===== src/rtl/uart_rx_if.sv =====
// Bus between the UART receiver and its consumer: serial line in, FIFO pop,
// sticky error clear, and the FIFO head / status flags coming back.
interface uart_rx_if;
  logic       sIn;
  logic       rdEn;
  logic       errClr;
  logic [7:0] data;
  logic       fifoEmpty;
  logic       fifoFull;
  logic       overrun;
  logic       frameErr;

  // Consumer side: drives the line and the controls, reads data and flags.
  modport master (
    output sIn, rdEn, errClr,
    input  data, fifoEmpty, fifoFull, overrun, frameErr
  );

  // Receiver side.
  modport slave (
    input  sIn, rdEn, errClr,
    output data, fifoEmpty, fifoFull, overrun, frameErr
  );
endinterface


===== src/rtl/uart_rx.sv =====
// 8N1 UART receiver with mid-bit sampling, break handling, a first-word
// fall-through receive FIFO and sticky overrun / framing error flags.
module uart_rx #(
  parameter int CLKS_PER_BIT = 434,
  parameter int FIFO_DEPTH   = 16
) (
  input logic     clk,
  input logic     rst,
  uart_rx_if.slave bus
);

  localparam int         AW      = $clog2(FIFO_DEPTH);
  localparam logic [15:0] HALF_T = 16'(CLKS_PER_BIT / 2 - 1);
  localparam logic [15:0] BIT_T  = 16'(CLKS_PER_BIT - 1);
  localparam logic [AW:0] PTR_ONE = (AW + 1)'(1);

  typedef enum logic [2:0] {IDLE, START, DATA, STOP, BREAK} stateT;

  logic        sMeta;
  logic        sSync;
  stateT       state;
  logic [15:0] timer;
  logic [2:0]  bitIdx;
  logic [7:0]  shiftReg;

  logic [7:0]  mem [FIFO_DEPTH];
  logic [AW:0] wrPtr;
  logic [AW:0] rdPtr;
  logic        overrunReg;
  logic        frameErrReg;

  logic        bitDone;
  logic        halfDone;
  logic        pushReq;
  logic        stopBad;
  logic        isEmpty;
  logic        isFull;
  logic        popOk;
  logic        pushOk;
  logic        dropEvt;

  assign bitDone  = (timer == BIT_T);
  assign halfDone = (timer == HALF_T);

  // The stop-bit sample edge is also the FIFO write edge, so the byte is
  // visible on data the very next cycle.
  assign pushReq  = (state == STOP) && bitDone && sSync;
  assign stopBad  = (state == STOP) && bitDone && !sSync;

  assign isEmpty  = (wrPtr == rdPtr);
  assign isFull   = (wrPtr[AW] != rdPtr[AW]) && (wrPtr[AW-1:0] == rdPtr[AW-1:0]);
  assign popOk    = bus.rdEn && !isEmpty;
  // A pop in the same cycle frees the slot, so a push into a full FIFO is fine then.
  assign pushOk   = pushReq && (!isFull || popOk);
  assign dropEvt  = pushReq && isFull && !popOk;

  // Two-flop synchronizer; idles high so reset never looks like a start bit.
  always_ff @(posedge clk) begin
    if (rst) begin
      sMeta <= 1'b1;
      sSync <= 1'b1;
    end else begin
      sMeta <= bus.sIn;
      sSync <= sMeta;
    end
  end

  // Frame FSM: start detect, half-bit start check, eight data samples, stop check.
  always_ff @(posedge clk) begin
    if (rst) begin
      state    <= IDLE;
      timer    <= 16'd0;
      bitIdx   <= 3'd0;
      shiftReg <= 8'h00;
    end else begin
      case (state)
        IDLE: begin
          timer <= 16'd0;
          if (!sSync) state <= START;
        end
        START: begin
          if (halfDone) begin
            timer  <= 16'd0;
            bitIdx <= 3'd0;
            state  <= sSync ? IDLE : DATA;
          end else begin
            timer <= timer + 16'd1;
          end
        end
        DATA: begin
          if (bitDone) begin
            shiftReg[bitIdx] <= sSync;
            timer            <= 16'd0;
            if (bitIdx == 3'd7) state <= STOP;
            else                bitIdx <= bitIdx + 3'd1;
          end else begin
            timer <= timer + 16'd1;
          end
        end
        STOP: begin
          if (bitDone) begin
            timer <= 16'd0;
            state <= sSync ? IDLE : BREAK;
          end else begin
            timer <= timer + 16'd1;
          end
        end
        BREAK: begin
          timer <= 16'd0;
          if (sSync) state <= IDLE;
        end
        default: state <= IDLE;
      endcase
    end
  end

  // FIFO storage; no reset so it maps onto plain RAM.
  always_ff @(posedge clk) begin
    if (!rst && pushOk) mem[wrPtr[AW-1:0]] <= shiftReg;
  end

  // FIFO pointers, one extra bit to tell full from empty.
  always_ff @(posedge clk) begin
    if (rst) begin
      wrPtr <= '0;
      rdPtr <= '0;
    end else begin
      if (pushOk) wrPtr <= wrPtr + PTR_ONE;
      if (popOk)  rdPtr <= rdPtr + PTR_ONE;
    end
  end

  // Sticky error flags; a new event outranks a clear in the same cycle.
  always_ff @(posedge clk) begin
    if (rst) begin
      overrunReg  <= 1'b0;
      frameErrReg <= 1'b0;
    end else begin
      overrunReg  <= dropEvt | (overrunReg & ~bus.errClr);
      frameErrReg <= stopBad | (frameErrReg & ~bus.errClr);
    end
  end

  // Fall-through head; forced to zero while empty so reset reads 0x00.
  assign bus.data      = isEmpty ? 8'h00 : mem[rdPtr[AW-1:0]];
  assign bus.fifoEmpty = isEmpty;
  assign bus.fifoFull  = isFull;
  assign bus.overrun   = overrunReg;
  assign bus.frameErr  = frameErrReg;

endmodule


===== src/flat_wrapper.sv =====
// flat-port wrapper written by rule: the top's interface ports become plain ports
module uart_rx_flat 
#(
  parameter int CLKS_PER_BIT = 434,
  parameter int FIFO_DEPTH   = 16
)
  (clk, rst, bus_sIn, bus_rdEn, bus_errClr, bus_data, bus_fifoEmpty, bus_fifoFull, bus_overrun, bus_frameErr);
  uart_rx_if bus_i ();
  input logic clk;
  input logic rst;
  input wire logic [$bits(bus_i.sIn)-1:0] bus_sIn;
  input wire logic [$bits(bus_i.rdEn)-1:0] bus_rdEn;
  input wire logic [$bits(bus_i.errClr)-1:0] bus_errClr;
  output wire logic [$bits(bus_i.data)-1:0] bus_data;
  output wire logic [$bits(bus_i.fifoEmpty)-1:0] bus_fifoEmpty;
  output wire logic [$bits(bus_i.fifoFull)-1:0] bus_fifoFull;
  output wire logic [$bits(bus_i.overrun)-1:0] bus_overrun;
  output wire logic [$bits(bus_i.frameErr)-1:0] bus_frameErr;
  assign bus_i.sIn = bus_sIn;
  assign bus_i.rdEn = bus_rdEn;
  assign bus_i.errClr = bus_errClr;
  assign bus_data = bus_i.data;
  assign bus_fifoEmpty = bus_i.fifoEmpty;
  assign bus_fifoFull = bus_i.fifoFull;
  assign bus_overrun = bus_i.overrun;
  assign bus_frameErr = bus_i.frameErr;
  uart_rx #(.CLKS_PER_BIT(CLKS_PER_BIT), .FIFO_DEPTH(FIFO_DEPTH)) u_core (.clk(clk), .rst(rst), .bus(bus_i));
endmodule

===== config.mk =====
export PLATFORM = sky130hd
export DESIGN_NAME = uart_rx_flat
export DESIGN_NICKNAME = d
export VERILOG_FILES = /design/src/rtl/uart_rx_if.sv /design/src/rtl/uart_rx.sv /design/src/flat_wrapper.sv
export SDC_FILE = /design/constraint.sdc
export NUM_CORES = 1
export LEC_CHECK = 0
export ABC_AREA = 0
export CORE_MARGIN = 2
export CORE_UTILIZATION = 50
export CTS_CLUSTER_SIZE = 16
export DETAILED_ROUTE_END_ITERATION = 8
export GPL_ROUTABILITY_DRIVEN = 0
export GPL_TIMING_DRIVEN = 0
export MAX_ROUTING_LAYER = met4
export PLACE_DENSITY = 0.66
export SLEW_MARGIN = 10
export SYNTH_ARGS = -nofsm -noshare
export SYNTH_HDL_FRONTEND = slang
export SYNTH_SLANG_ARGS = --single-unit

===== constraint.sdc =====
create_clock -name clk -period 5.6 [get_ports clk]
set_clock_uncertainty 0.15 [all_clocks]
set_input_delay 0.56 -clock clk [delete_from_list [all_inputs] [get_ports clk]]
set_output_delay 0.56 -clock clk [all_outputs]
set_load 0.01 [all_outputs]

* Word-level counts from Yosys, hierarchy flattened
Memories as Yosys holds them, arrays and structs flattened. A register that Yosys moved wholly into a read port is not among the register bits.
Cells that the tools add are included.
** Storage, ports and cells
- Register bits after elaboration :: 44
- Memories :: 1
- Bits in writable memories :: 128
- Logic and storage cells :: 87
- Output and inout bits :: 12
** Memory list
- u_core.mem :: depth 16, bits a word 8, rd ports 1, clocked after Yosys merged registers in 1, write ports 1, RTL line uart_rx.sv:26 : logic [7:0] mem [FIFO_DEPTH];
** Cells by class
- Multiplexer cells :: 24
- Reductions and logical operators :: 24
- Bitwise logic cells :: 5
- Add/sub/neg operators :: 4
- Magnitude comparators :: 2
- Equal/unequal tests :: 17
** Operators with widths (number)
- one-hot mux 16 bit (3 select lines) :: 1
- 2-to-1 mux 16 bit :: 2
- 2-to-1 mux 3 bit :: 10
- adder 16 x 1 -> 16 bit, second input constant :: 1
- == test 16 x 8 -> 1 bit, second input constant :: 1
- == test 16 x 9 -> 1 bit, second input constant :: 1
- one-hot mux 3 bit (5 select lines) :: 1
- adder 5 x 1 -> 5 bit, second input constant :: 2
- logical AND 1 bit :: 10
- inequality test 2 x 1 -> 1 bit, second input constant :: 5
- bitwise mux 8 bit :: 1
- 2-to-1 mux 4 bit :: 2
- 2-to-1 mux 8 bit :: 1
- == test 3 x 2 -> 1 bit, second input constant :: 2
- == test 3 bit, second input constant :: 2
- one-hot mux 3 bit (2 select lines) :: 1
- AND reduction 6 bit :: 1
- == test 5 bit :: 1
- logical NOT 1 bit :: 5
- == test 4 bit :: 1
- less-than comparator 3 x 4 -> 1 bit, second input constant :: 1
- inequality test 2 bit, second input constant :: 2
- AND reduction 4 bit :: 1
- OR reduction 2 bit :: 2
- 15 further kinds :: 19

* Depth between registers and ports, before layout
Gate-level depths: netlist of the first run.
- Word-level depth :: 8
- Depth in mapped cells :: 10

* Worst setup path before layout of the first run
No wires, ideal clock.
- Path type :: flip-flop to flip-flop
- Start :: register u_core.timer[0]
- End :: memory u_core.mem[1][0], enable pin
- Path buffers :: 3
- Cell stages (with the launch flop) :: 9
- Path slack :: 2.690 ns
- Required time :: 5.055 ns
- Arrival :: 2.365 ns
- Path through :: dfxtp_1 ha_1 and4b_1 buf_2 nand4_1 a211o_1 buf_6 buf_2 nor4_1
** On the way
- Word-level cells in the longest chain between the ends :: 7
** Ends and longest elaborated chain
- from (decl) :: RTL line uart_rx.sv:22 : logic [15:0] timer;
- from (signal assigned) :: RTL line uart_rx.sv:87 : timer <= timer + 16'd1;
- from (signal assigned) :: RTL line uart_rx.sv:97 : timer <= timer + 16'd1;
- from (signal assigned) :: RTL line uart_rx.sv:105 : timer <= timer + 16'd1;
- == test 16 x 9 -> 1 bit :: RTL line uart_rx.sv:42 : assign bitDone = (timer == BIT_T);
- logical AND 1 bit (2 in series) :: RTL line uart_rx.sv:47 : assign pushReq = (state == STOP) && bitDone && sSync;
- logical AND 1 bit :: RTL line uart_rx.sv:54 : assign pushOk = pushReq && (!isFull || popOk);
- logical AND 1 bit :: RTL line uart_rx.sv:119 : if (!rst && pushOk) mem[wrPtr[AW-1:0]] <= shiftReg;
- 2-to-1 mux 1 bit :: RTL line uart_rx.sv:119
- 2-to-1 mux 1 bit (not written as such) :: RTL line uart_rx.sv:119
- to (decl) :: RTL line uart_rx.sv:26
No other way between the ends.

==> results of run 1 <==
[layout make-up]
| cell class | instances | area [sq um] |
|---|---|---|
| well taps | 184 | 230 |
| clock buffers | 22 | 484 |
| clock inverters | 10 | 156 |
| multi-input cells | 276 | 2440 |
| plain buffers | 31 | 144 |
| flip-flops and latches | 176 | 4800 |
| fillers | 1100 | 6010 |
| repair buffers | 19 | 180 |
| inverters | 9 | 33.8 |
[stage by stage]
step           cell area, sq um  power (mW)  hold slack, ns  cells  worst slack, ns
2_1_floorplan              7370        1.42           0.239    492             2.69
3_3_place_gp               7750        1.42           0.247    691             1.59
3_5_place_dp               7810        1.42           0.245    695             2.12
4_1_cts                    8450        2.68           0.260    727             1.79
5_1_grt                    8470        2.74           0.285    727             1.67
6_report                   8470        2.66           0.260    727             1.83
[flip-flops by register name, indices dropped and copies added, names as in the netlist, named ones only]
register,cells
u_core.bitIdx,3
u_core.bus.frameErr,1
u_core.bus.overrun,1
u_core.mem,128
u_core.rdPtr,5
u_core.sMeta,1
u_core.sSync,1
u_core.shiftReg,8
u_core.state,3
u_core.timer,16
u_core.wrPtr,5
[worst min-delay path by stage]
stage                         endpoint  slack, ns  depth (start not counted)
6_report       u_core.sSync$_SDFF_PP1_       0.26                          1
2_1_floorplan  u_core.sSync$_SDFF_PP1_       0.24                          1
5_1_grt        u_core.sSync$_SDFF_PP1_       0.28                          1
3_3_place_gp   u_core.sSync$_SDFF_PP1_       0.25                          1
3_5_place_dp   u_core.sSync$_SDFF_PP1_       0.24                          1
4_1_cts        u_core.sSync$_SDFF_PP1_       0.26                          1
[cell families (layout without fill, tap and decap cells)]
logic type / after synthesis / after routing / share of synthesized area (%)
XOR/XNOR: 24 / 24 / 2.85
AO/OA/AOI/OAI: 42 / 42 / 4.16
adder cells (fa/ha/maj): 10 / 10 / 1.70
AND/OR/NAND/NOR: 149 / 149 / 11.4
multiplexers: 51 / 51 / 12.4
flip-flops: 176 / 176 / 65.2
buffers and inverters: 40 / 91 / 2.41
[worst max-delay path: cells and delay by family (launching register included)]
family | cells | cell delay, ns
multiplexers | 1 | 0.45
AO/OA/AOI/OAI | 2 | 0.36
flip-flops | 1 | 0.30
AND/OR/NAND/NOR | 1 | 0.16
buffers and inverters | 3 | 1.37
[power by group through the flow]
stage	clock, mW	combinational [mW]	sequential, mW
after floorplan	0	0.00975	1.41
after global placement	0	0.0151	1.41
after detailed placement	0	0.0156	1.41
after CTS	1.28	0.0157	1.38
after global routing	1.34	0.0173	1.38
final	1.27	0.0156	1.38
[Yosys cell counts, drive strengths merged (4+ instances only)]
cell	n	area [sq um]
xor2	15	131
inv	9	33.8
nand4	13	81.3
clkbuf	17	63.8
dfxtp	48	961
ha	10	125
or3	4	25.0
and3	4	25.0
a21oi	7	35.0
edfxtp	128	3840
mux2i	19	190
buf	14	80.1
nand2b	8	50.1
nor4	9	98.8
mux4	32	721
nand2	10	37.5
nor3	7	35.0
nor2b	13	81.3
xnor2	9	78.8
nor2	51	191
and2	4	25.0
nand3	9	50.1
a211oi	17	128
[routing by layer]
layer	track usage, %	routed length [um]	vias up
met2	31.6	7240	72
met1	27.6	6850	2154
li1	-	-	1964
met3	4.24	473	14
met4	7.39	156	0
met5	-	0	-
==> qor.log, run 1 <==
INFO  status         run_status=complete, no violations
INFO  grt            global_routing_usage_summed_across_all_routing_layers=20.6%
INFO  clock_tree     insertion_delay=0.43ns
INFO  timing         rsz_0062_raised_after_global_routing=no
INFO  logic_synthesis yosysUniqueCellTypes=52
INFO  layout         layout-drive-gt1-share=17.7%
INFO  worst_setup_path reg2reg_setup_slack=2.45ns
INFO  worst_setup_path reg2reg_from=u_core.timer[0]$_SDFFE_PP0P_
INFO  timing         timing_hold_violations_final=0
INFO  routing        drt-initial-drc-count=474
INFO  layout         layout.cells.most_common_list=edfxtp_1, nor2_1, dfxtp_1
INFO  routing        firstDrtPassIters=7
INFO  clock_tree     clock_tree_from_tritoncts=done
INFO  routing        route.vias.total=4,204
INFO  pwr            ir_drop=0.206mV
INFO  logic_synthesis yosys_warnings=0
INFO  grt            globalRoute.totalOverflow=0
INFO  worst_setup_path crit_path_frequent_cell=a211oi_1
INFO  layout         area_growth=14.9%
INFO  floorplan      core_region_area=0.0145sqmm
INFO  logic_synthesis count_of_flip_flops_with_a_built_in_enable_after_synthesis=128
INFO  timing         slew_headroom=41.9%
INFO  clock_tree     clk_transition_reported_paths=0.06ns
INFO  pwr            pwr_density_cell=314mW/mm^2
INFO  min_path       min_delay_worst_type=register to register
INFO  timing         timing.setup.tns=0ns
INFO  worst_setup_path crit_end=bus_data[4]
INFO  pwr            power_switching=485uW
INFO  worst_setup_path ff2ff_path_depth=8
INFO  placement      port-buffer-count=15
INFO  logic_synthesis ys.flop_type=edfxtp_1
INFO  worst_setup_path timing.critical_path.fanout_max=10
INFO  routing        route.detailed.vias_per_inst=5.78
INFO  logic_synthesis synth-seq-cells=176
INFO  worst_setup_path slowest_stage=buf_1
INFO  worst_setup_path type_of_element_capturing_the_critical_path=output port
INFO  routing        routed_wl=14.7mm
INFO  worst_setup_path crit_arrival=3.06ns
INFO  flow_run       maxCapViolations=0
INFO  logic_synthesis syn_area=0.00737sqmm
INFO  logic_synthesis postSynthNetCount=507
INFO  floorplan      std_cell_rows=44
INFO  timing         final-setup-viol-count=0
INFO  logic_synthesis number_of_cells_produced_by_synthesis=492
INFO  layout         final_nets=545
INFO  clock_tree     post_cts.repair.setup_buffers=0
INFO  worst_setup_path critical_path.startpoint_type=register
INFO  timing         maxSlewViolCount=0
INFO  pwr            netSwitchingFraction=18.2%
INFO  routing        route.antenna.remaining_nets=0
INFO  clock_tree     root_buffer=clkbuf_16
INFO  logic_synthesis synthesis.area_per_instance=15.0squm
INFO  timing         max_freq=265MHz
INFO  worst_setup_path setup.worst_path.class=register to output port
INFO  worst_setup_path cp_data_required_time=4.89ns
INFO  clock_tree     cts-root-to-sink-buffers=2
INFO  timing         period_minus_slack=3.77ns
INFO  min_path       hp-start=u_core.sMeta$_SDFF_PP1_
INFO  pwr            power.combinational.fraction=0.6%
INFO  routing        remaining_routing_drc_violations=0
INFO  grt            first_pass_grt_wire_length=24.0mm
INFO  clock_tree     cts_hold_repair.buffers=0
INFO  pwr            clock_power_share=47.6%
INFO  worst_setup_path path_cells=clkbuf_1, buf_1, mux4_2, nor2b_1, a211oi_1, a211oi_1, clkdlybuf4s50_1
INFO  logic_synthesis synth.yosys.seq_area_share=65.2%
INFO  floorplan      die-area=0.0157sqmm
INFO  floorplan      fp.dieW=125um
INFO  clock_tree     cts.repair.resized=0
INFO  floorplan      chip_height=125um
INFO  timing         post_route_fraction_of_the_period_consumed_by_the_critical_path=67.3%
INFO  timing         worst_pin_slew=0.870ns
INFO  clock_tree     numCtsBuffers=17
INFO  grt            first_global_vias=4,419
INFO  grt            grt_antenna_before_repair=0
INFO  worst_setup_path max_stage_delay=0.55ns
INFO  logic_synthesis synth-async-reset-ratio=0%
INFO  grt            largest_net_degree_at_the_start_of_global_routing=18
INFO  layout         mostFrequentLayoutCell=edfxtp_1
INFO  floorplan      num_io_pins=17
INFO  pwr            p_leak=2.75nW
INFO  clock_tree     cts.sinks=176
INFO  floorplan      start_util=50.9%
INFO  clock_tree     htree_num_levels=4
INFO  layout         postLayoutCoreUtil=58.5%
INFO  worst_setup_path reg2reg_to=u_core.mem[11][4]$_DFFE_PP_
INFO  routing        routed_wire_length_per_instance=20.2um
INFO  layout         antenna_cells=0
INFO  pwr            power_report.internal_total=2.18mW
INFO  placement      post-dp-hpwl=9.76mm
INFO  pwr            seq_power_share=51.9%
No activity file was read; power rests on OpenSTA's default activity.
==> inputs of run 2 (changes only) <==
- clock period: 5.6 -> 3.6 ns (I/O delays scaled with it)
==> qor.log, run 2 (synthesized netlist as in run 1, its figures left out) <==
INFO  routing        routed_wl=14.7mm
INFO  clock_tree     post_cts.repair.setup_buffers=0
INFO  pwr            netSwitchingFraction=18.2%
INFO  worst_setup_path crit_end=bus_data[0]
INFO  clock_tree     clk_transition_reported_paths=0.07ns
INFO  floorplan      core_region_area=0.0145sqmm
INFO  worst_setup_path setup.worst_path.class=register to output port
INFO  clock_tree     numCtsBuffers=17
INFO  layout         layout-drive-gt1-share=18.0%
INFO  pwr            power_report.internal_total=3.39mW
INFO  clock_tree     htree_num_levels=4
INFO  timing         maxSlewViolCount=0
INFO  min_path       min_delay_worst_type=primary input to register
INFO  worst_setup_path critical_path.startpoint_type=register
INFO  clock_tree     clock_tree_from_tritoncts=done
INFO  routing        remaining_routing_drc_violations=0
INFO  layout         mostFrequentLayoutCell=edfxtp_1
INFO  worst_setup_path cp_data_required_time=3.09ns
INFO  floorplan      chip_height=125um
INFO  worst_setup_path ff2ff_path_depth=9
INFO  pwr            power_switching=754uW
INFO  timing         hold-worst-slack=0.203ns
INFO  routing        route.detailed.vias_per_inst=5.76
INFO  timing         worst_pin_slew=0.873ns
INFO  grt            globalRoute.totalOverflow=0
INFO  layout         largest_reg_flops=128
INFO  timing         post_route_fraction_of_the_period_consumed_by_the_critical_path=94.1%
INFO  clock_tree     cts_hold_repair.buffers=0
INFO  timing         timing.setup.tns=0ns
INFO  clock_tree     insertion_delay=0.43ns
INFO  grt            grt_antenna_before_repair=0
INFO  timing         timing_hold_violations_final=0
INFO  pwr            seq_power_share=51.9%
INFO  timing         slew_headroom=41.7%
INFO  grt            largest_net_degree_at_the_start_of_global_routing=18
INFO  worst_setup_path type_of_element_capturing_the_critical_path=output port
INFO  routing        firstDrtPassIters=4
INFO  floorplan      std_cell_rows=44
INFO  grt            global_routing_usage_summed_across_all_routing_layers=20.6%
INFO  timing         final-setup-viol-count=0
INFO  worst_setup_path crit_arrival=2.88ns
INFO  layout         final_design_area_no_fill=0.00849sqmm
INFO  clock_tree     cts.sinks=176
INFO  placement      post-dp-hpwl=9.76mm
INFO  pwr            clock_power_share=47.6%
INFO  layout         layout.cells.most_common_list=edfxtp_1, nor2_1, dfxtp_1
INFO  grt            first_pass_grt_wire_length=24.0mm
INFO  routing        route.vias.total=4,186
INFO  pwr            power.combinational.fraction=0.6%
INFO  clock_tree     cts-root-to-sink-buffers=2
INFO  routing        routed_wire_length_per_instance=20.3um
INFO  timing         period_minus_slack=3.39ns
INFO  status         run_status=complete, no violations
INFO  floorplan      fp.dieW=125um
INFO  timing         rsz_0062_raised_after_global_routing=no
INFO  floorplan      start_util=50.9%
INFO  worst_setup_path reg2reg_from=u_core.timer[0]$_SDFFE_PP0P_
INFO  placement      dp_worst_setup_slack=0.277ns
INFO  floorplan      num_io_pins=17
INFO  layout         area_growth=15.1%
INFO  grt            first_global_vias=4,419
INFO  routing        drt-initial-drc-count=441
INFO  layout         final_nets=545
INFO  pwr            ir_drop=0.321mV
INFO  placement      port-buffer-count=15
INFO  floorplan      die-area=0.0157sqmm
INFO  timing         max_freq=295MHz
INFO  timing         setup_ws=0.211ns
INFO  worst_setup_path timing.critical_path.fanout_max=10
INFO  flow_run       maxCapViolations=0
INFO  worst_setup_path reg2reg_setup_slack=0.48ns
INFO  pwr            p_leak=2.76nW
INFO  routing        route.antenna.remaining_nets=0
INFO  pwr            pwr_density_cell=488mW/mm^2
INFO  min_path       hp-start=rst
INFO  clock_tree     root_buffer=clkbuf_16
INFO  worst_setup_path reg2reg_to=u_core.mem[2][4]$_DFFE_PP_
INFO  placement      placed_area=0.00781sqmm
INFO  layout         antenna_cells=0
==> run 2: layer usage <==
layer  global-route usage (%)  vias up  routed length [um]
met3                     4.24       19                 457
met5                        -        -                   0
met2                     31.6       79                7170
met1                     27.6     2123                6880
li1                         -     1965                   -
met4                     7.39        0                 218
==> run 2: how the worst min path moves through the flow <==
stage	to	slack, ns	cells after the start
finish	u_core.state[0]$_SDFFE_PP0P_	0.20	2
global route	u_core.state[0]$_SDFFE_PP0P_	0.25	2
CTS	u_core.state[0]$_SDFFE_PP0P_	0.20	2
detailed placement	u_core.sSync$_SDFF_PP1_	0.24	1
global placement	u_core.sSync$_SDFF_PP1_	0.25	1
floorplan	u_core.sSync$_SDFF_PP1_	0.24	1
==> run 2: final cells by class <==
type | count | area (sq um)
fill | 1098 | 5990
timing repair buffer | 19 | 180
buffer | 31 | 153
multi-input combinational | 276 | 2450
clock inverter | 10 | 156
clock buffer | 22 | 484
sequential | 176 | 4800
tap | 184 | 230
inverter | 9 | 33.8
==> run 2: timing repair <==
action | in CTS | in global routing
resized for setup | 1 | 5
endpoints found under the setup margin | 2 | 9
endpoints found under the hold margin | 0 | 0
==> run 2: power groups by stage <==
stage	logic [mW]	clock network, mW	registers, mW
after floorplan	0.0152	0	2.19
after global placement	0.0235	0	2.19
after detailed placement	0.0243	0	2.19
after CTS	0.0244	2.00	2.15
after global routing	0.0270	2.09	2.15
final	0.0242	1.97	2.15
==> run 2: per-stage QoR <==
step / total power [mW] / utilization, % / std cells
2_1_floorplan: 2.21 / - / 492
3_3_place_gp: 2.22 / 53.6 / 691
3_5_place_dp: 2.22 / 53.9 / 695
4_1_cts: 4.17 / 58.4 / 727
5_1_grt: 4.26 / 58.6 / 727
6_report: 4.14 / 58.6 / 727
==> run 2: worst max-delay path: stages (launching register included) <==
cell	delay, ns
dfxtp_1	0.44
clkbuf_1	0.56
mux4_2	0.34
mux2i_1	0.09
a211oi_1	0.39
clkdlybuf4s50_1	0.62
==> inputs of run 3 (changes only) <==
- CORE_ASPECT_RATIO: not set -> 1.1
- CORE_UTILIZATION: 50 -> 61
- PLACE_DENSITY: 0.66 -> 0.79
==> qor.log, run 3 (synthesized netlist as in run 1, its figures left out) <==
INFO  status         run_status=complete, no violations
INFO  routing        routed_wire_length_per_instance=22.0um
INFO  layout         area_growth=13.5%
INFO  floorplan      start_util=61.8%
INFO  worst_setup_path crit_arrival=2.91ns
INFO  layout         final_cell_count_no_fill=697
INFO  placement      dp_cells=665
INFO  grt            globalRoute.totalOverflow=0
INFO  placement      port-buffer-count=15
INFO  grt            largest_net_degree_at_the_start_of_global_routing=18
INFO  floorplan      std_cell_rows=42
INFO  pwr            power=3.96mW
INFO  timing         post_route_fraction_of_the_period_consumed_by_the_critical_path=95.0%
INFO  worst_setup_path path_cells=clkbuf_1, buf_2, mux4_2, nor2b_1, a211oi_1, a211oi_1, clkdlybuf4s50_1
INFO  layout         layout.cells.most_common_list=edfxtp_1, nor2_1, dfxtp_1
INFO  layout         mostFrequentLayoutCell=edfxtp_1
INFO  clock_tree     htree_num_levels=4
INFO  placement      post-dp-hpwl=9.70mm
INFO  pwr            ir_drop=0.335mV
INFO  grt            first_global_vias=4,360
INFO  pwr            netSwitchingFraction=20.2%
INFO  worst_setup_path critical_path.startpoint_type=register
INFO  worst_setup_path crit_path_frequent_cell=a211oi_1
INFO  pwr            clock_power_share=45.2%
INFO  worst_setup_path setup.worst_path.class=register to output port
INFO  grt            global_routing_usage_summed_across_all_routing_layers=26.4%
INFO  clock_tree     numCtsBuffers=17
INFO  clock_tree     cts.sinks=176
INFO  grt            first_pass_grt_wire_length=23.8mm
INFO  floorplan      core_region_area=0.0119sqmm
INFO  grt            grt_antenna_before_repair=0
INFO  layout         antenna_cells=0
INFO  routing        route.vias.total=4,306
INFO  flow_run       maxCapViolations=0
INFO  clock_tree     cts-root-to-sink-buffers=2
INFO  worst_setup_path reg2reg_setup_slack=0.37ns
INFO  floorplan      num_io_pins=17
INFO  layout         final_nets=545
INFO  worst_setup_path type_of_element_capturing_the_critical_path=output port
INFO  pwr            pwr_density_cell=473mW/mm^2
INFO  layout         layout-drive-gt1-share=17.7%
INFO  clock_tree     cts_hold_repair.buffers=0
INFO  timing         rsz_0062_raised_after_global_routing=no
INFO  timing         max_freq=292MHz
INFO  clock_tree     clock_tree_from_tritoncts=done
INFO  pwr            p_leak=2.73nW
INFO  min_path       min_delay_worst_type=primary input to register
INFO  timing         period_minus_slack=3.42ns
INFO  worst_setup_path timing.critical_path.buf_inv=3
INFO  timing         worst_pin_slew=1.21ns
INFO  routing        remaining_routing_drc_violations=0
INFO  worst_setup_path cp_data_required_time=3.09ns
INFO  floorplan      fp.dieW=109um
INFO  routing        firstDrtPassIters=5
INFO  pwr            power_report.internal_total=3.16mW
INFO  worst_setup_path slowest_stage=clkdlybuf4s50_1
INFO  routing        routed_wl=15.3mm
INFO  pwr            seq_power_share=54.2%
INFO  worst_setup_path max_stage_delay=0.50ns
INFO  clock_tree     post_cts.repair.setup_buffers=0
INFO  timing         hold-worst-slack=0.217ns
INFO  floorplan      die-area=0.0130sqmm
INFO  timing         maxSlewViolCount=0
INFO  clock_tree     insertion_delay=0.42ns
INFO  pwr            power.combinational.fraction=0.6%
INFO  clock_tree     clk_transition_reported_paths=0.07ns
INFO  layout         num-fill-cells=774
INFO  timing         final-setup-viol-count=0
INFO  routing        route.antenna.remaining_nets=0
INFO  timing         timing_hold_violations_final=0
INFO  layout         largest_reg_flops=128
INFO  routing        route.detailed.vias_per_inst=6.18
INFO  clock_tree     root_buffer=clkbuf_16
INFO  floorplan      chip_height=119um
INFO  routing        drt-initial-drc-count=412
INFO  pwr            power_switching=801uW
INFO  timing         slew_headroom=18.6%
INFO  worst_setup_path worst_path_dominant_cell_family=buffers and inverters
INFO  worst_setup_path timing.critical_path.fanout_max=10
[run 3: cell count changes in the layout (fill, tap and decap cells not counted), sizes merged]
cell and delta:
clkinv -4, clkinvlp +2, inv +8, bufinv -3, buf +1, clkbuf -4
[run 3: through the flow]
stage | util [%] | cell area (sq um) | setup TNS, ns | setup WS (ns)
global route | 70.2 | 8370 | 0 | 0.0324
finish | 70.2 | 8370 | 0 | 0.181
CTS | 70.0 | 8350 | 0 | 0.0262
global placement | 64.7 | 7720 | -1.37 | -0.0923
floorplan | - | 7370 | 0 | 0.690
detailed placement | 65.1 | 7770 | 0 | 0.324
[run 3: layout make-up]
type	instances	area [sq um]	area share [%]
inverter	9	33.8	0.404
tap	154	193	2.30
clock buffer	19	454	5.43
multi-input combinational	276	2440	29.1
buffer	31	153	1.82
sequential	176	4800	57.4
clock inverter	13	123	1.46
timing repair buffer	19	175	2.09
[run 3: worst paths after layout]
kind / start / to / depth (start not counted)
min: rst / u_core.state[0]$_SDFFE_PP0P_ / 2
max reg2reg: u_core.timer[0]$_SDFFE_PP0P_ / u_core.mem[15][7]$_DFFE_PP_ / 8
max: register / bus_data[3] / 7
min reg2reg: u_core.sMeta$_SDFF_PP1_ / u_core.sSync$_SDFF_PP1_ / 1
[run 3: metal layers]
layer / up-vias / global-route usage, % / wire [um]
met5: - / - / 0
met4: 0 / 9.29 / 440
met3: 34 / 6.13 / 818
met2: 133 / 42.3 / 7910
met1: 2170 / 33.2 / 6130
li1: 1969 / - / -
[run 3: power groups by stage]
stage | clock [mW] | sequential [mW] | combinational [mW]
after floorplan | 0 | 2.19 | 0.0152
after global placement | 0 | 2.19 | 0.0232
after detailed placement | 0 | 2.19 | 0.0245
after CTS | 1.81 | 2.15 | 0.0246
after global routing | 1.88 | 2.15 | 0.0269
final | 1.79 | 2.15 | 0.0247
[run 3: what timing repair did]
item	CTS	global route
resized for setup	2	3
pin swaps	0	0
setup endpoints to repair	6	4
